**src/rtl/seq_divider_if.sv**
```systemverilog
// Start/busy/done handshake bundle for the sequential divider.
// The master drives operands and start; the slave returns status and results.
interface seq_divider_if #(
    parameter int unsigned WIDTH = 32
);
    logic                 start;
    logic [2*WIDTH-1:0]   dividend;
    logic [WIDTH-1:0]     divisor;
    logic                 busy;
    logic                 done;
    logic [WIDTH-1:0]     quotient;
    logic [WIDTH-1:0]     remainder;
    logic                 div_by_zero;
    logic                 overflow;

    modport master (
        output start, dividend, divisor,
        input  busy, done, quotient, remainder, div_by_zero, overflow
    );

    modport slave (
        input  start, dividend, divisor,
        output busy, done, quotient, remainder, div_by_zero, overflow
    );
endinterface

```
**src/rtl/seq_divider.sv**
```systemverilog
// Unsigned restoring divider: 2*WIDTH-bit dividend by WIDTH-bit divisor,
// one quotient bit per clock, with divide-by-zero and quotient-overflow detection.
module seq_divider #(
    parameter int unsigned WIDTH = 32
) (
    input  logic          clk,
    input  logic          rst,
    seq_divider_if.slave  bus
);
    localparam int unsigned CW = $clog2(WIDTH + 1);

    typedef enum logic [1:0] {
        S_IDLE,
        S_RUN,
        S_DONE
    } state_t;

    state_t            state_q, state_d;
    // Partial remainder keeps only W bits: after each restoring step it is
    // below the divisor, so its top bit is always zero.
    logic [WIDTH-1:0]  rem_q, rem_d;
    logic [WIDTH-1:0]  low_q, low_d;
    logic [WIDTH-1:0]  quot_q, quot_d;
    logic [WIDTH-1:0]  dvs_q, dvs_d;
    logic [CW-1:0]     cnt_q, cnt_d;
    logic              dbz_q, dbz_d;
    logic              ovf_q, ovf_d;
    logic [WIDTH:0]    trial;

    always_ff @(posedge clk or posedge rst) begin
        if (rst) begin
            state_q <= S_IDLE;
            rem_q   <= '0;
            low_q   <= '0;
            quot_q  <= '0;
            dvs_q   <= '0;
            cnt_q   <= '0;
            dbz_q   <= 1'b0;
            ovf_q   <= 1'b0;
        end else begin
            state_q <= state_d;
            rem_q   <= rem_d;
            low_q   <= low_d;
            quot_q  <= quot_d;
            dvs_q   <= dvs_d;
            cnt_q   <= cnt_d;
            dbz_q   <= dbz_d;
            ovf_q   <= ovf_d;
        end
    end

    always_comb begin
        state_d = state_q;
        rem_d   = rem_q;
        low_d   = low_q;
        quot_d  = quot_q;
        dvs_d   = dvs_q;
        cnt_d   = cnt_q;
        dbz_d   = dbz_q;
        ovf_d   = ovf_q;
        trial   = {rem_q, low_q[WIDTH-1]};

        case (state_q)
            S_IDLE: begin
                if (bus.start) begin
                    dvs_d  = bus.divisor;
                    low_d  = bus.dividend[WIDTH-1:0];
                    rem_d  = bus.dividend[2*WIDTH-1:WIDTH];
                    quot_d = '0;
                    cnt_d  = CW'(WIDTH);
                    dbz_d  = 1'b0;
                    ovf_d  = 1'b0;
                    if (bus.divisor == '0) begin
                        dbz_d   = 1'b1;
                        quot_d  = '1;
                        rem_d   = '0;
                        state_d = S_DONE;
                    end else if (bus.dividend[2*WIDTH-1:WIDTH] >= bus.divisor) begin
                        ovf_d   = 1'b1;
                        quot_d  = '1;
                        rem_d   = '0;
                        state_d = S_DONE;
                    end else begin
                        state_d = S_RUN;
                    end
                end
            end
            S_RUN: begin
                if (trial >= {1'b0, dvs_q}) begin
                    rem_d  = trial[WIDTH-1:0] - dvs_q;
                    quot_d = {quot_q[WIDTH-2:0], 1'b1};
                end else begin
                    rem_d  = trial[WIDTH-1:0];
                    quot_d = {quot_q[WIDTH-2:0], 1'b0};
                end
                low_d = {low_q[WIDTH-2:0], 1'b0};
                cnt_d = cnt_q - 1'b1;
                if (cnt_q == CW'(1)) begin
                    state_d = S_DONE;
                end
            end
            S_DONE: begin
                state_d = S_IDLE;
            end
            default: begin
                state_d = S_IDLE;
            end
        endcase
    end

    assign bus.busy        = (state_q != S_IDLE);
    assign bus.done        = (state_q == S_DONE);
    assign bus.quotient    = quot_q;
    assign bus.remainder   = rem_q;
    assign bus.div_by_zero = dbz_q;
    assign bus.overflow    = ovf_q;
endmodule

```
**src/flat_wrapper.sv**
```systemverilog
// flat-port wrapper written by rule: the top's interface ports become plain ports
module seq_divider_flat 
#(
    parameter int unsigned WIDTH = 32
)
  (clk, rst, bus_start, bus_dividend, bus_divisor, bus_busy, bus_done, bus_quotient, bus_remainder, bus_div_by_zero, bus_overflow);
  seq_divider_if #(.WIDTH(WIDTH)) bus_i ();
  input  logic clk;
  input  logic rst;
  input wire logic [$bits(bus_i.start)-1:0] bus_start;
  input wire logic [$bits(bus_i.dividend)-1:0] bus_dividend;
  input wire logic [$bits(bus_i.divisor)-1:0] bus_divisor;
  output wire logic [$bits(bus_i.busy)-1:0] bus_busy;
  output wire logic [$bits(bus_i.done)-1:0] bus_done;
  output wire logic [$bits(bus_i.quotient)-1:0] bus_quotient;
  output wire logic [$bits(bus_i.remainder)-1:0] bus_remainder;
  output wire logic [$bits(bus_i.div_by_zero)-1:0] bus_div_by_zero;
  output wire logic [$bits(bus_i.overflow)-1:0] bus_overflow;
  assign bus_i.start = bus_start;
  assign bus_i.dividend = bus_dividend;
  assign bus_i.divisor = bus_divisor;
  assign bus_busy = bus_i.busy;
  assign bus_done = bus_i.done;
  assign bus_quotient = bus_i.quotient;
  assign bus_remainder = bus_i.remainder;
  assign bus_div_by_zero = bus_i.div_by_zero;
  assign bus_overflow = bus_i.overflow;
  seq_divider #(.WIDTH(WIDTH)) u_core (.clk(clk), .rst(rst), .bus(bus_i));
endmodule
```
**config.mk**
```make
export PLATFORM = sky130hd
export DESIGN_NAME = seq_divider_flat
export DESIGN_NICKNAME = d
export VERILOG_FILES = /design/src/rtl/seq_divider_if.sv /design/src/rtl/seq_divider.sv /design/src/flat_wrapper.sv
export SDC_FILE = /design/constraint.sdc
export NUM_CORES = 1
export LEC_CHECK = 0
export ABC_AREA = 1
export CAP_MARGIN = 20
export CORE_MARGIN = 2
export CORE_UTILIZATION = 51
export CTS_BUF_LIST = sky130_fd_sc_hd__clkbuf_8
export CTS_CLUSTER_DIAMETER = 60
export DETAILED_ROUTE_END_ITERATION = 8
export HOLD_SLACK_MARGIN = 0.06
export PLACE_DENSITY_LB_ADDON = 0.05
export SLEW_MARGIN = 20
export SYNTH_ARGS = -nofsm -noshare
export SYNTH_HDL_FRONTEND = slang
export SYNTH_SLANG_ARGS = --single-unit
```
**constraint.sdc**
```tcl
create_clock -name clk -period 4.9 [get_ports clk]
set_input_delay 1.47 -clock clk [delete_from_list [all_inputs] [get_ports clk]]
set_output_delay 1.47 -clock clk [all_outputs]
set_load 0.02 [all_outputs]
```
==> impl_results.md, run 1 <==
* Status: complete, no violations
* Total Wirelength at 30400 um
* Setup Crit Path Kind: in2reg
* Pins Over Slew Limit at 0
* Largest net degree at the start of global routing at 139
* M3 GR Usage at 0.0545
* Sequential cell area fraction in the yosys report at 0.338
* First-pass GRT wire length at 50700 um
* Remaining global-route overflow at 0
* Post-synth EDFFs at 0
* Area grow syn2layout at 22.3%
* Vias in the first global route at 10100
* Crit-path slowest cell: clkdlybuf4s50_1
* Yosys reg bits at 138
* DR vias at 10200
* Ys Warns at 0
* Post-DR wirelength/cell at 15.4 um
* Final Power at 9.56 mW
* Setup_tns at 0 ns
* Initial Utilization at 0.522
* Critical Path AT at 3.99 ns
* # Post-CTS Setup Buffers at 0
* Setup-failing EPs final at 0
* Mean Syn Cell Area at 6.58 um2
* Crit path required time at 5.28 ns
* PortBufs at 166
* CTS Buf Count at 17
* Antenna violations before repair at 0
* Worst hold path class: reg2reg
* TritonCTS clock tree: done
* Fmax at 277 MHz
* Routing usage on met1 at 0.398
* Final worst-path cycle share at 0.737
* CP Max Fanout at 32
* Post-Syn Nets at 1721
* Clock Latency Late Sink at 0.47 ns
* Root buf cell: clkbuf_8
* Yosys top cell area share at 0.338
* CP Cell Sequence: clkdlybuf4s50_1 > inv_1 > ha_1 > nand2_1 > nor2_1 > nand4_1 > nor2_1 > nand2_1 > buf_4 > nand3_1 > nand2_1 > buf_4 > a21oi_1
* Layout cell share with drive strength beyond 1 at 0.0457
* Crit path launch type: input pin
* Fillers at 1865
* Max-cap violations at 0
* Core Util, Final at 0.638
* Final HPWL DP at 22100 um
* CTS resizes at 0
* DRC at 0
* Synth Cell Area at 0.0102 mm2
* Commonest non-fill, non-tap cell in the layout: nand2_1
* GR met2 Demand/Resource at 0.490
* Area leader, netlist: dfrtp_1
* Gate Count Post-Synth at 1555
* Final nets at 1860
* PwrDens at 764 mW/mm2
* Die Y at 146 um
* Synth Flop Type: dfrtp_1
* Drt first-iter violations at 656
* Most used cell, CP: nand2_1
* Leak Pwr at 6.65 nW
* Most used routing layer: met2
* Die area at 0.0212 mm2
* Largest stage delay, worst path at 0.48 ns
* CTS Sinks at 138
* Maximum VDD drop at 0.633 mV
* Worst-margin pin slew at 0.978 ns
* Largest cells by area after synthesis: dfrtp_1 (34%), nand2_1 (18%), inv_1 (8.7%), ha_1 (8.1%), nor2_1 (6.4%)
* Synth async-reset ratio at 1.00
* Period minus WS final at 3.61 ns
* Hold_ws at 0.480 ns
* Commonest cells after routing, fill and taps aside: nand2_1 (495), inv_1 (235), nor2_1 (175), clkdlybuf4s50_1 (166), dfrtp_1 (138)
* H-tree Lvls at 4
* TritonRoute pass-1 iters at 5
* Routed Antenna Nets at 0
* Clock skew at 0.0220 ns
* Die width at 146 um
* Netlist cell types at 38
* Hold buffers post-CTS at 0
* GRT Total Usage at 0.295
* Antenna diodes at 0
* Core Footprint at 0.0196 mm2
* Clock tree buffer depth at 2
* Final hold vios at 0
* Vias/cell at 5.20
* RSZ-0062 raised after global routing: false
* Crit. End Element: register
* Boundary Pins at 167
* Worst rel slew slack at 0.348
* Row cnt at 51
* Worst-path clk slew at 0.09 ns
* Final GP Congestion at 0.946
## per-layer routing
metal / wire, um / vias to the layer above
met1: 13700 / 4744
met4: 481 / 0
met2: 14500 / 286
met5: 0 / -
li1: - / 5185
met3: 1710 / 34
## sequential cells by signal, indices dropped and copies added (netlist names)
name,flops
u_core.bus.quotient,32
u_core.bus.remainder,32
u_core.dvs_q,32
u_core.low_q,32
u_core.cnt_q,6
u_core.state_q,2
u_core.bus.div_by_zero,1
u_core.bus.overflow,1
## worst max-delay path: cells and delay by family
kind | cells | cell delay, ns
compound gates | 1 | 0.18
fa+ha+maj | 1 | 0.30
buf+inv | 4 | 1.01
simple gates | 7 | 1.01
## final cells by class
| cell class | instances | area, um2 | share of cell area |
|---|---|---|---|
| inverters | 245 | 923 | 0.0738 |
| clock inverters | 15 | 194 | 0.0155 |
| repair buffers | 180 | 1780 | 0.142 |
| flip-flops and latches | 138 | 3450 | 0.276 |
| clock buffers | 17 | 234 | 0.0187 |
| well taps | 265 | 332 | 0.0265 |
| multi-input cells | 1112 | 5590 | 0.447 |
## power breakdown
part	internal (mW)	switching [mW]
clock network	0.484	0.574
logic	2.34	4.03
registers	1.70	0.421
## cell usage after synthesis (2+ instances only)
cell        n
nor2_2      5
inv_1     236
o21ai_1     2
buf_2      20
nand2_1   496
clkbuf_1   37
nand2_2     5
o21ai_0    39
nand3b_1   25
o22ai_1    32
nor2_1    175
xor2_1      2
and3_1      2
inv_2       9
nand4_1    50
dfrtp_1   138
buf_6       3
ha_1       66
nor4_1      4
o21a_1      2
and2_1      6
a21oi_1    93
nor3_1      3
nand3_1    73
xnor2_1    14
o21bai_1    4
a21oi_2     3
## worst paths after layout
path,startpoint,end,slack [ns],cells past startpoint
worst max-delay path,bus_divisor[7],u_core.bus.quotient[3]$_DFFE_PP0P_,1.29,13
worst min register to register,u_core.cnt_q[5]$_DFFE_PP0P_,u_core.cnt_q[5]$_DFFE_PP0P_,0.48,1
worst max register to register,u_core.bus.remainder[16]$_DFFE_PP0P_,u_core.bus.remainder[28]$_DFFE_PP0P_,1.91,13
max in group asynchronous,rst,u_core.bus.remainder[27]$_DFFE_PP0P_,2.80,3
min in group asynchronous,rst,u_core.dvs_q[3]$_DFFE_PP0P_,1.53,3
worst min-delay path,u_core.cnt_q[5]$_DFFE_PP0P_,u_core.cnt_q[5]$_DFFE_PP0P_,0.48,1
## cells by family after synthesis
kind of cell,count (synthesis),synth area share
simple gates,852,0.356
compound gates,177,0.0937
buf+inv,305,0.117
xor+xnor,16,0.0137
flops,138,0.338
fa+ha+maj,67,0.0827
## stage by stage
step	cell area (um2)	setup slack, ns	instances
floorplan	10200	1.71	1555
CTS	12500	1.28	1972
global placement	12100	0.881	1940
global route	12500	1.11	1972
finish	12500	1.29	1972
detailed placement	12100	0.809	1940
Power figures use the tool's default switching activity.
==> inputs of run 2 (changes only) <==
clock period = 3.1 ns   (was 4.9 ns; I/O delays follow)
==> run 2 against run 1 <==
  * Total power increased by 58%
  * Clock-buffer cell count unchanged
  * Register-to-register slack worse by 1.5 ns
  * Sequential power increased by 58%
  * Worst hold slack improved by 0.0045 ns
  * Final cell count rose by 2.3%
  * Sequential share of layout area down 0.88 points
  * Setup slack lost 1.1 ns
  * Critical path depth unchanged
  * Clock power grew 49%
  * Critical path type unchanged
  * Largest cell class unchanged
  * Largest power group unchanged
==> impl_results.md, run 2 (synthesized netlist as in run 1, its figures left out) <==
* Status: complete, no violations (unchanged)
* Placed cell count at 1986 (was 1940)
* Most used cell, CP: nand2_1 (unchanged)
* Largest net degree at the start of global routing at 100 (was 139)
* Crit path launch type: input pin (unchanged)
* Maximum VDD drop at 0.765 mV (was 0.633 mV)
* Vias in the first global route at 10400 (was 10100)
* Crit-path slowest cell: clkdlybuf4s50_1 (unchanged)
* Final Instance Area at 0.0129 mm2 (was 0.0125 mm2)
* Core Util, Final at 0.659 (was 0.638)
* Largest stage delay, worst path at 0.49 ns (was 0.48 ns)
* PortBufs at 166 (unchanged)
* Routed Antenna Nets at 0 (unchanged)
* Core Footprint at 0.0196 mm2 (unchanged)
* Final hold vios at 0 (unchanged)
* Worst rel slew slack at 0.595 (was 0.348)
* Worst-path clk slew at 0.09 ns (about the same)
* Die area at 0.0212 mm2 (unchanged)
* Die Y at 146 um (unchanged)
* Fillers at 1884 (was 1865)
* Area after DPL at 0.0125 mm2 (was 0.0121 mm2)
* Crit. End Element: register (unchanged)
* TritonCTS clock tree: done (unchanged)
* Final GP Congestion at 0.968 (was 0.946)
* Register Area at 0.00345 mm2 (unchanged)
* Row cnt at 51 (unchanged)
* DR vias at 10400 (was 10200)
* Root buf cell: clkbuf_8 (unchanged)
* Layout cell share with drive strength beyond 1 at 0.0707 (was 0.0457)
* # Post-CTS Setup Buffers at 0 (unchanged)
* Hold_ws at 0.485 ns (was 0.480 ns)
* Final Non-Filler Cells at 2018 (was 1972)
* DR WL met2 at 14200 um (was 14500 um)
* GRT Total Usage at 0.292 (was 0.295)
* CTS Buf Count at 17 (unchanged)
* DR top layer: met4 (unchanged)
* Worst-margin pin slew at 0.606 ns (was 0.978 ns)
* Clock skew at 0.0246 ns (was 0.0220 ns)
* Setup Crit Path Kind: in2reg (unchanged)
* RSZ-0062 raised after global routing: false (unchanged)
* Worst slack, placed at -0.330 ns (was 0.809 ns)
* Critical Path AT at 3.33 ns (was 3.99 ns)
* Post-DR wirelength/cell at 14.9 um (was 15.4 um)
* Leak Pwr at 6.90 nW (was 6.65 nW)
* Drt first-iter violations at 648 (was 656)
* Final WS setup at 0.140 ns (was 1.29 ns)
* Commonest cells after routing, fill and taps aside: nand2_1 (495), inv_1 (235), nor2_1 (175), clkdlybuf4s50_1 (166), dfrtp_1 (138) (unchanged)
* Period minus WS final at 2.96 ns
* Setup-failing EPs final at 0 (unchanged)
* Hold buffers post-CTS at 0 (unchanged)
* Setup_tns at 0 ns (unchanged)
* Vias/cell at 5.15 (was 5.20)
* PwrDens at 1170 mW/mm2 (was 764 mW/mm2)
* CP Cell Sequence: clkdlybuf4s50_1 > inv_1 > ha_1 > a21oi_1 > o21a_1 > nand2_1 > nand2_1 > nand2_1 > a21oi_2 > nand3_1 > nand2_1 > buf_12 > a21oi_1 (was clkdlybuf4s50_1 > inv_1 > ha_1 > nand2_1 > nor2_1 > nand4_1 > nor2_1 > nand2_1 > buf_4 > nand3_1 > nand2_1 > buf_4 > a21oi_1)
* Pins Over Slew Limit at 0 (unchanged)
* DRC at 0 (unchanged)
* Final HPWL DP at 22700 um (was 22100 um)
* Antenna diodes at 0 (unchanged)
* Final worst-path cycle share at 0.955
* Initial Utilization at 0.522 (unchanged)
* Clock Latency Late Sink at 0.49 ns (was 0.47 ns)
* First-pass GRT wire length at 50700 um (about the same)
* Boundary Pins at 167 (unchanged)
* Clock tree buffer depth at 2 (unchanged)
* Area grow syn2layout at 26.3% (was 22.3%)
* Fmax at 338 MHz
* Final nets at 1906 (was 1860)
* Area of the multi-input gates at 0.00559 mm2 (unchanged)
* Die width at 146 um (unchanged)
* Commonest non-fill, non-tap cell in the layout: nand2_1 (unchanged)
* CTS resizes at 0 (unchanged)
* Total Wirelength at 30100 um (was 30400 um)
* Crit path required time at 3.47 ns (was 5.28 ns)
* Antenna violations before repair at 0 (unchanged)
* DRT met1 WL at 13400 um (was 13700 um)
* Remaining global-route overflow at 0 (unchanged)
* CP Max Fanout at 32 (unchanged)
* TritonRoute pass-1 iters at 5 (unchanged)
* H-tree Lvls at 4 (unchanged)
* Final Power at 15.1 mW (was 9.56 mW)
* Metal3 WL at 1650 um (was 1710 um)
* Max-cap violations at 0 (unchanged)
* Worst hold path class: reg2reg (unchanged)
* CTS Sinks at 138 (unchanged)
==> run 2: cell types whose count changed in the layout (fill, tap and decap cells not counted) <==
cell,delta
buf_12,+7
buf_4,+39
bufinv_16,-1
clkinv_8,+1
clkinvlp_4,+1
inv_6,+1
inv_8,-2
==> run 2: area by class of cell <==
type | count | share of cell area
Sequential cell | 138 | 0.267
Inverter | 245 | 0.0715
Tap cell | 265 | 0.0257
Multi-Input combinational cell | 1112 | 0.433
Clock buffer | 17 | 0.0181
Timing Repair Buffer | 226 | 0.171
Clock inverter | 15 | 0.0135
==> run 2: critical path, delay by kind of cell <==
kind                       cells  cell delay (ns)
AOI/OAI and AO/OA              4             0.74
adders and majority gates      1             0.30
buffers and inverters          3             0.74
and+or+nand+nor                5             0.60
==> run 2: per-layer routing <==
layer  global-route usage  up-vias
met5                    0        -
met4                0.108        0
met3               0.0583       55
met2                0.480      272
met1                0.383     4798
li1                     -     5276
==> run 2: worst paths after layout <==
check	from	slack (ns)	depth (start not counted)	endpoint
max in group asynchronous	rst	1.60	3	u_core.dvs_q[27]$_DFFE_PP0P_
worst max register to register	u_core.bus.remainder[20]$_DFFE_PP0P_	0.38	15	u_core.bus.remainder[28]$_DFFE_PP0P_
worst max-delay path	bus_divisor[7]	0.14	13	u_core.bus.quotient[30]$_DFFE_PP0P_
worst min register to register	u_core.cnt_q[5]$_DFFE_PP0P_	0.48	1	u_core.cnt_q[5]$_DFFE_PP0P_
min in group asynchronous	rst	0.76	2	u_core.low_q[2]$_DFFE_PP0P_
worst min-delay path	u_core.cnt_q[5]$_DFFE_PP0P_	0.48	1	u_core.cnt_q[5]$_DFFE_PP0P_
==> run 2: power by group <==
part | switching, mW | internal (mW)
Combinational | 6.35 | 3.84
Clock | 0.898 | 0.680
Sequential | 0.667 | 2.68
Total | 7.92 | 7.20
==> inputs of run 3 (changes only) <==
CORE_ASPECT_RATIO = 1.4   (was not set)
CTS_CLUSTER_DIAMETER = 120   (was 60)
==> run 3 against run 2 <==
  * Via count grew 0.35%
  * Maximum frequency is 2.9% higher
  * Largest cell class unchanged
  * Clock skew fell by 0.017 ns
  * Combinational power about the same
  * Setup slack better by 0.084 ns
  * Final cell count is essentially flat
  * Core utilization is 0.35 points lower
  * Worst hold slack better by 0.0033 ns
  * Clock-buffer cell count increased by 3
  * Flip-flop and latch count stayed put
==> impl_results.md, run 3 (synthesized netlist as in run 1, its figures left out) <==
* Max-cap violations at 0 (unchanged)
* PwrDens at 1160 mW/mm2 (was 1170 mW/mm2)
* Area grow syn2layout at 26.8% (was 26.3%)
* Remaining global-route overflow at 0 (unchanged)
* Initial Utilization at 0.517 (was 0.522)
* Worst-margin pin slew at 0.608 ns (was 0.606 ns)
* Hold buffers post-CTS at 0 (unchanged)
* Final GP Congestion at 0.959 (was 0.968)
* CTS resizes at 0 (unchanged)
* Core Footprint at 0.0198 mm2 (was 0.0196 mm2)
* Crit path required time at 3.49 ns (was 3.47 ns)
* Setup Crit Path Kind: in2reg (unchanged)
* First-pass GRT wire length at 49900 um (was 50700 um)
* Period minus WS final at 2.88 ns (was 2.96 ns)
* Fmax at 348 MHz (was 338 MHz)
* Commonest non-fill, non-tap cell in the layout: nand2_1 (unchanged)
* Total Wirelength at 30400 um (was 30100 um)
* Routed Antenna Nets at 0 (unchanged)
* Worst rel slew slack at 0.594 (was 0.595)
* H-tree Lvls at 4 (unchanged)
* Hold_ws at 0.488 ns (was 0.485 ns)
* Critical Path AT at 3.26 ns (was 3.33 ns)
* Die width at 124 um (was 146 um)
* Die Y at 172 um (was 146 um)
* Vias in the first global route at 10400 (about the same)
* Post-DR wirelength/cell at 15.1 um (was 14.9 um)
* Status: complete, no violations (unchanged)
* RSZ-0062 raised after global routing: false (unchanged)
* Drt first-iter violations at 596 (was 648)
* Antenna diodes at 0 (unchanged)
* TritonRoute pass-1 iters at 5 (unchanged)
* Setup-failing EPs final at 0 (unchanged)
* Final worst-path cycle share at 0.928 (was 0.955)
* Final nets at 1920 (was 1906)
* Commonest cells after routing, fill and taps aside: nand2_1 (495), inv_1 (236), nor2_1 (175), clkdlybuf4s50_1 (166), dfrtp_1 (138) (was nand2_1 (495), inv_1 (235), nor2_1 (175), clkdlybuf4s50_1 (166), dfrtp_1 (138))
* Leak Pwr at 6.95 nW (was 6.90 nW)
* Worst-path clk slew at 0.08 ns (was 0.09 ns)
* Largest net degree at the start of global routing at 100 (unchanged)
* DR vias at 10400 (about the same)
* Crit. End Element: register (unchanged)
* Clock skew at 0.00815 ns (was 0.0246 ns)
* Layout cell share with drive strength beyond 1 at 0.0771 (was 0.0707)
* GRT Total Usage at 0.299 (was 0.292)
* Fillers at 1897 (was 1884)
* Vias/cell at 5.17 (was 5.15)
* Worst hold path class: reg2reg (unchanged)
* # Post-CTS Setup Buffers at 0 (unchanged)
* CTS Sinks at 138 (unchanged)
* Row cnt at 61 (was 51)
* Setup_tns at 0 ns (unchanged)
* Antenna violations before repair at 0 (unchanged)
* Crit path launch type: input pin (unchanged)
* Clock Latency Late Sink at 0.45 ns (was 0.49 ns)
* Die area at 0.0212 mm2 (about the same)
* Boundary Pins at 167 (unchanged)
* Final HPWL DP at 23200 um (was 22700 um)
* Root buf cell: clkbuf_8 (unchanged)
* TritonCTS clock tree: done (unchanged)
* Final WS setup at 0.224 ns (was 0.140 ns)
* Worst slack, placed at -0.417 ns (was -0.330 ns)
* Clock tree buffer depth at 2 (unchanged)
* CTS Buf Count at 17 (unchanged)
* PortBufs at 166 (unchanged)
* Pins Over Slew Limit at 0 (unchanged)
* Maximum VDD drop at 0.884 mV (was 0.765 mV)
* CP Max Fanout at 33 (was 32)
* Final hold vios at 0 (unchanged)
* DRC at 0 (unchanged)
[run 3: path summary, 6_finish.rpt]
kind | start | to | slack [ns] | cells past startpoint
worst max-delay path | bus_divisor[1] | u_core.bus.remainder[22]$_DFFE_PP0P_ | 0.22 | 17
worst min-delay path | u_core.cnt_q[5]$_DFFE_PP0P_ | u_core.cnt_q[5]$_DFFE_PP0P_ | 0.49 | 1
worst max register to register | u_core.bus.remainder[21]$_DFFE_PP0P_ | u_core.bus.remainder[22]$_DFFE_PP0P_ | 0.50 | 15
worst min register to register | u_core.cnt_q[5]$_DFFE_PP0P_ | u_core.cnt_q[5]$_DFFE_PP0P_ | 0.49 | 1
max in group asynchronous | rst | u_core.bus.remainder[22]$_DFFE_PP0P_ | 1.51 | 4
min in group asynchronous | rst | u_core.low_q[17]$_DFFE_PP0P_ | 0.82 | 2
[run 3: layout make-up]
cell class / count / area (um2) / share of cell area
inverters: 245 / 923 / 0.0712
multi-input cells: 1112 / 5600 / 0.432
clock buffers: 20 / 275 / 0.0212
flip-flops and latches: 138 / 3450 / 0.266
clock inverters: 10 / 120 / 0.00926
repair buffers: 240 / 2280 / 0.176
well taps: 252 / 315 / 0.0243
[run 3: routing by layer]
metal | track usage | routed length (um) | up-vias
met4 | 0.108 | 1070 | 0
li1 | - | - | 5297
met2 | 0.535 | 15500 | 247
met5 | 0 | 0 | -
met3 | 0.0550 | 1310 | 54
met1 | 0.353 | 12500 | 4839
[run 3: worst max-delay path, stage by stage]
cell and delay [ns]:
clkdlybuf4s50_1 0.49, inv_1 0.06, ha_1 0.30, inv_1 0.06
o21bai_1 0.06, nand2_1 0.06, nand2_1 0.05, nand2_1 0.09
nand2_1 0.07, nand2_1 0.06, nand2_1 0.17, a21oi_2 0.22
buf_6 0.29, nand4_1 0.13, nand2_1 0.09, nand2_1 0.05
nand2_1 0.08
[run 3: per-stage QoR]
step                      instance area, um2  instances  total power, mW   util
after global routing                   13000       2017             16.6  0.656
after global placement                 12600       1987             13.4  0.635
final                                  13000       2017             15.1  0.656
after floorplan                        10200       1555             10.5      -
after CTS                              13000       2017             15.1  0.655
after detailed placement               12600       1987             13.5  0.635
[run 3: report_power, final]
group          leakage (nW)  total [mW]  internal (mW)  switching, mW
logic                  5.10        10.2           3.81           6.36
registers              1.65        3.38           2.69          0.698
clock network         0.202        1.51          0.773          0.734
total                  6.95        15.1           7.26           7.79
